## src/rtl/ifetch_unit.sv

```systemverilog
// Instruction fetch stage: issues word reads at the register-file PC over a
// req/ack port, queues accepted words for decode, and handles flush and halt.
module ifetch_unit #(
  parameter int depthlog = 1
) (
  input  logic        clk,
  input  logic        rst,
  input  logic [31:0] pc_in,
  output logic        pc_incr,
  output logic        mem_req,
  output logic [31:0] mem_addr,
  input  logic        mem_ack,
  input  logic [31:0] mem_rdata,
  output logic        instr_valid,
  output logic [31:0] instr_out,
  output logic [31:0] instr_pc,
  input  logic        instr_ready,
  input  logic        flush,
  input  logic        halt,
  output logic        busy
);

  localparam int DEPTH = 1 << depthlog;
  localparam int PW    = depthlog;
  localparam int CW    = depthlog + 1;

  typedef enum logic [1:0] {
    S_IDLE    = 2'd0,
    S_WAIT    = 2'd1,
    S_DISCARD = 2'd2
  } state_t;

  state_t        r_state;
  state_t        w_state_nx;
  logic          r_mem_req;
  logic          w_mem_req_nx;
  logic [31:0]   r_mem_addr;
  logic [31:0]   w_mem_addr_nx;
  logic          w_issue;
  logic          w_pc_incr;
  logic          w_push;
  logic          w_pop;
  logic [PW-1:0] r_wptr;
  logic [PW-1:0] r_rptr;
  logic [CW-1:0] r_count;
  logic [31:0]   r_q_data [DEPTH];
  logic [31:0]   r_q_pc   [DEPTH];

  // Count MSB is set only when the queue holds exactly DEPTH words.
  assign w_issue = !halt && !flush && !r_count[CW-1];
  assign w_pop   = (r_count != {CW{1'b0}}) && instr_ready && !flush;
  assign w_push  = w_pc_incr;

  // Fetch FSM next-state, request and PC-increment decode.
  always_comb begin
    w_state_nx    = r_state;
    w_mem_req_nx  = r_mem_req;
    w_mem_addr_nx = r_mem_addr;
    w_pc_incr     = 1'b0;
    case (r_state)
      S_IDLE: begin
        if (w_issue) begin
          w_state_nx    = S_WAIT;
          w_mem_req_nx  = 1'b1;
          w_mem_addr_nx = pc_in;
        end else begin
          w_state_nx = S_IDLE;
        end
      end
      S_WAIT: begin
        if (mem_ack) begin
          w_state_nx   = S_IDLE;
          w_mem_req_nx = 1'b0;
          w_pc_incr    = !flush;
        end else if (flush) begin
          w_state_nx = S_DISCARD;
        end else begin
          w_state_nx = S_WAIT;
        end
      end
      S_DISCARD: begin
        if (mem_ack) begin
          w_state_nx   = S_IDLE;
          w_mem_req_nx = 1'b0;
        end else begin
          w_state_nx = S_DISCARD;
        end
      end
      default: begin
        w_state_nx   = S_IDLE;
        w_mem_req_nx = 1'b0;
      end
    endcase
  end

  // FSM state and registered memory request/address.
  always_ff @(posedge clk or posedge rst) begin
    if (rst) begin
      r_state    <= S_IDLE;
      r_mem_req  <= 1'b0;
      r_mem_addr <= 32'd0;
    end else begin
      r_state    <= w_state_nx;
      r_mem_req  <= w_mem_req_nx;
      r_mem_addr <= w_mem_addr_nx;
    end
  end

  // Instruction queue; flush clears it and overrides any push or pop.
  always_ff @(posedge clk or posedge rst) begin
    if (rst) begin
      r_wptr  <= {PW{1'b0}};
      r_rptr  <= {PW{1'b0}};
      r_count <= {CW{1'b0}};
      for (int i = 0; i < DEPTH; i++) begin
        r_q_data[i] <= 32'd0;
        r_q_pc[i]   <= 32'd0;
      end
    end else if (flush) begin
      r_wptr  <= {PW{1'b0}};
      r_rptr  <= {PW{1'b0}};
      r_count <= {CW{1'b0}};
    end else begin
      if (w_push) begin
        r_q_data[r_wptr] <= mem_rdata;
        r_q_pc[r_wptr]   <= r_mem_addr;
        r_wptr           <= r_wptr + PW'(1'b1);
      end
      if (w_pop) begin
        r_rptr <= r_rptr + PW'(1'b1);
      end
      r_count <= r_count + CW'(w_push) - CW'(w_pop);
    end
  end

  assign pc_incr     = w_pc_incr;
  assign mem_req     = r_mem_req;
  assign mem_addr    = r_mem_addr;
  assign instr_valid = (r_count != {CW{1'b0}});
  assign instr_out   = r_q_data[r_rptr];
  assign instr_pc    = r_q_pc[r_rptr];
  assign busy        = (r_state != S_IDLE);

endmodule

```

## config.mk

```make
export PLATFORM = sky130hd
export DESIGN_NAME = ifetch_unit
export DESIGN_NICKNAME = d
export VERILOG_FILES = /design/src/rtl/ifetch_unit.sv
export SDC_FILE = /design/constraint.sdc
export NUM_CORES = 1
export LEC_CHECK = 0
export CAP_MARGIN = 20
export CELL_PAD_IN_SITES_DETAIL_PLACEMENT = 0
export CELL_PAD_IN_SITES_GLOBAL_PLACEMENT = 1
export CORE_MARGIN = 2
export CORE_UTILIZATION = 34
export CTS_CLUSTER_SIZE = 14
export DETAILED_ROUTE_END_ITERATION = 10
export PLACE_DENSITY_LB_ADDON = 0.12
export REMOVE_ABC_BUFFERS = 1
export SYNTH_ARGS = -nofsm -noshare
export SYNTH_HDL_FRONTEND = slang
export SYNTH_SLANG_ARGS = --single-unit
```

## constraint.sdc

```tcl
create_clock -name clk -period 6.25 [get_ports clk]
set_input_delay 1.25 -clock clk [delete_from_list [all_inputs] [get_ports clk]]
set_output_delay 1.25 -clock clk [all_outputs]
set_load 0.01 [all_outputs]
```

==> flow_summary_export.csv <==
group,metric,value,unit
timing,setup_tns,0,ns
clock_network,postCtsHoldBufs,0,
clock_network,cts-htree-levels,4,
detailed_routing,wl_met2,6990,um
finish,area_growth,34.5,%
run,max_cap_viol_count,0,
power_and_ir_drop,p_total,3.96,mW
floorplan,core_area,20900,um2
place,place_congestion,0.724,
critical_path,critPathBufInv,2,
global_routing,grt_pass1_vias,4615,
detailed_routing,routed-wl-met3,1010,um
critical_path,worst-setup-path-type,"reg -> out",
logic_synthesis,ys_ff_latch,167,
finish,drive_above_1_share,0.405,
timing,skew,0.00933,ns
timing,report.final.slew_viol_count,0,
logic_synthesis,yosys.area.top_type_share,0.580,
clock_network,clock_sinks,167,
global_routing,grt-ovfl-total,0,
finish,diodes,0,
clock_network,ctsLongestPathBuffers,2,
critical_path,critPathRequiredTime,5.00,ns
logic_synthesis,synth_commonest_cells,"mux2_2, dfrtp_1, mux2_1",
floorplan,die_h,150,um
critical_path,cpPeakStageDelay,0.96,ns
place,dpl.hpwl,9910,um
timing,fin_crit,4.10,ns
clock_network,cts_tree,"built",
power_and_ir_drop,power_density,409,nW/um2
detailed_routing,ant_nets,0,
critical_path,crit_slowest_cell,"dfrtp_2",
critical_path,crit_family,"buffers and inverters",
detailed_routing,drt_iter0_drc,100,
clock_network,postCtsSetupBuffers,0,
logic_synthesis,ys_types,25,
detailed_routing,first_pass_iters,4,
logic_synthesis,syn_area,7200,um2
global_routing,antenna_found_initial,0,
critical_path,worstSetupStartpointType,"flip-flop",
finish,fill_cells,1878,
detailed_routing,dr.max_layer_used,"met4",
detailed_routing,viasPerCell,4.66,
clock_network,root_buffer,"clkbuf_16",
timing,setup_viol,0,
timing,whs,0.488,ns
clock_network,clock_latency,0.41,ns
timing,period_share,0.656,
floorplan,io_pins,170,
logic_synthesis,ys_warn_count,0,
logic_synthesis,synth_top_cell_by_area,"dfrtp_1",
power_and_ir_drop,max-vdd-ir-drop,0.000177,V
floorplan,row_count,53,
hold_path,hold_class,"reg -> reg",
detailed_routing,drc,0,
critical_path,path_max_fanout,36,
critical_path,critPathArrivalTime,2.85,ns
global_routing,grt_first_pass_wirelength,24700,um
place,io_buffers,169,
floorplan,die-area,22400,um2
run_status,outcome,"completed",
critical_path,crit_chain,"buf_4, mux2_2, clkdlybuf4s50_1",
logic_synthesis,synth_edf_count,0,
finish,fin_cells,910,
detailed_routing,drt-met1-wl,6960,um
finish,final_util,0.464,
timing,hold_viol_final,0,
global_routing,grt_start_max_net_pins,65,
timing,max_freq,244,MHz
clock_network,clk_pin_slew,0.07,ns
timing,worstMarginPinSlew,0.997,ns
logic_synthesis,synth_area_leaders,"dfrtp_1, mux2_2, mux2_4",
global_routing,grt_use_total,0.143,
logic_synthesis,async_reset_ff_frac,1.00,
clock_network,cts.repair.resized,0,
floorplan,initial_core_util,0.345,
detailed_routing,routed_wl,15200,um
logic_synthesis,yosys_most_used_dff,"dfrtp_1",
timing,rsz0062_at_grt,"false",
logic_synthesis,synthMostInstantiatedCell,"mux2_2",
place,dp_cells,878,
finish,nNetsFinal,698,
critical_path,cp-end-kind,"primary output",
detailed_routing,wire_per_inst,16.7,um
timing,slew_headroom,0.336,
logic_synthesis,avgSynthCellArea,16.0,um2
power_and_ir_drop,p_leak,4.28,nW
logic_synthesis,seq_area_frac_synth,0.580,
logic_synthesis,netlist_instances,451,
floorplan,fp.dieW,150,um
detailed_routing,via_count,4241,
clock_network,cts-buffers-inserted,17,
-- state kept, by name (all words and copies together), names as in the netlist --
name,flops
mem_addr,32
mem_req,1
r_count,2
r_q_data,64
r_q_pc,64
r_rptr,1
r_state,2
r_wptr,1
-- through the flow --
step | area [um2] | setup WS, ns
finish | 9680 | 2.15
global route | 9680 | 2.00
CTS | 9680 | 2.09
detailed placement | 9100 | 2.18
global placement | 9100 | 2.20
floorplan | 7010 | 0.482
-- layer usage --
metal | vias up | global-route usage
li1 | 1943 | -
met1 | 2167 | 0.189
met2 | 118 | 0.218
met3 | 13 | 0.0512
met4 | 0 | 0.0443
met5 | - | 0
-- worst reg2reg max path: stages, from the launching register on --
cell	delay, ns
dfrtp_1	0.41
inv_1	0.09
ha_1	0.20
nor4b_4	0.70
buf_4	0.50
mux2_2	0.41
-- path summary, 6_finish.rpt --
kind	from	endpoint	cells after the start	slack (ns)
min in group asynchronous	rst	r_q_data[35]$_DFFE_PP0P_	2	1.24
max in group asynchronous	rst	r_q_data[18]$_DFFE_PP0P_	3	3.82
hold reg to reg	r_q_data[51]$_DFFE_PP0P_	r_q_data[51]$_DFFE_PP0P_	1	0.49
hold / removal	r_q_data[51]$_DFFE_PP0P_	r_q_data[51]$_DFFE_PP0P_	1	0.49
setup / recovery	r_rptr$_DFFE_PP0P_	instr_pc[27]	3	2.15
setup reg to reg	r_state[1]$_DFF_PP0_	mem_addr[15]$_DFFE_PP0P_	5	3.83
-- kinds of logic after synthesis --
| group | share of synthesized area |
|---|---|
| muxes | 0.356 |
| and+or+nand+nor | 0.0172 |
| buffers and inverters | 0.0295 |
| AOI/OAI and AO/OA | 0.00330 |
| DFF | 0.580 |
| adders and majority gates | 0.0104 |
| xor gates and xnor gates | 0.00365 |
-- power breakdown --
part,internal [mW],switching (mW)
registers,1.41,0.195
logic,0.876,0.458
clock network,0.572,0.451
-- cell type report --
| class | count | area (um2) | share of cell area |
|---|---|---|---|
| tap | 275 | 344 | 0.0355 |
| multi-input combinational | 255 | 2810 | 0.291 |
| inverter | 6 | 27.5 | 0.00284 |
| sequential | 167 | 4180 | 0.432 |
| timing repair buffer | 175 | 1740 | 0.179 |
| clock buffer | 19 | 443 | 0.0457 |
| clock inverter | 13 | 138 | 0.0142 |
-- cells in the final DEF (no fill, tap or decap), drive strengths merged --
master,instances
a21oi,2
a22o,1
and2,1
and2b,1
and3b,1
buf,6
bufinv,1
clkbuf,19
clkdlybuf4s50,169
clkinv,7
dfrtp,167
ha,6
inv,11
mux2,224
nand2,3
nand2b,1
nor2,6
nor3,3
nor4b,1
o21ai,1
or2,1
xor2,3
No activity file was read; power rests on OpenSTA's default activity.
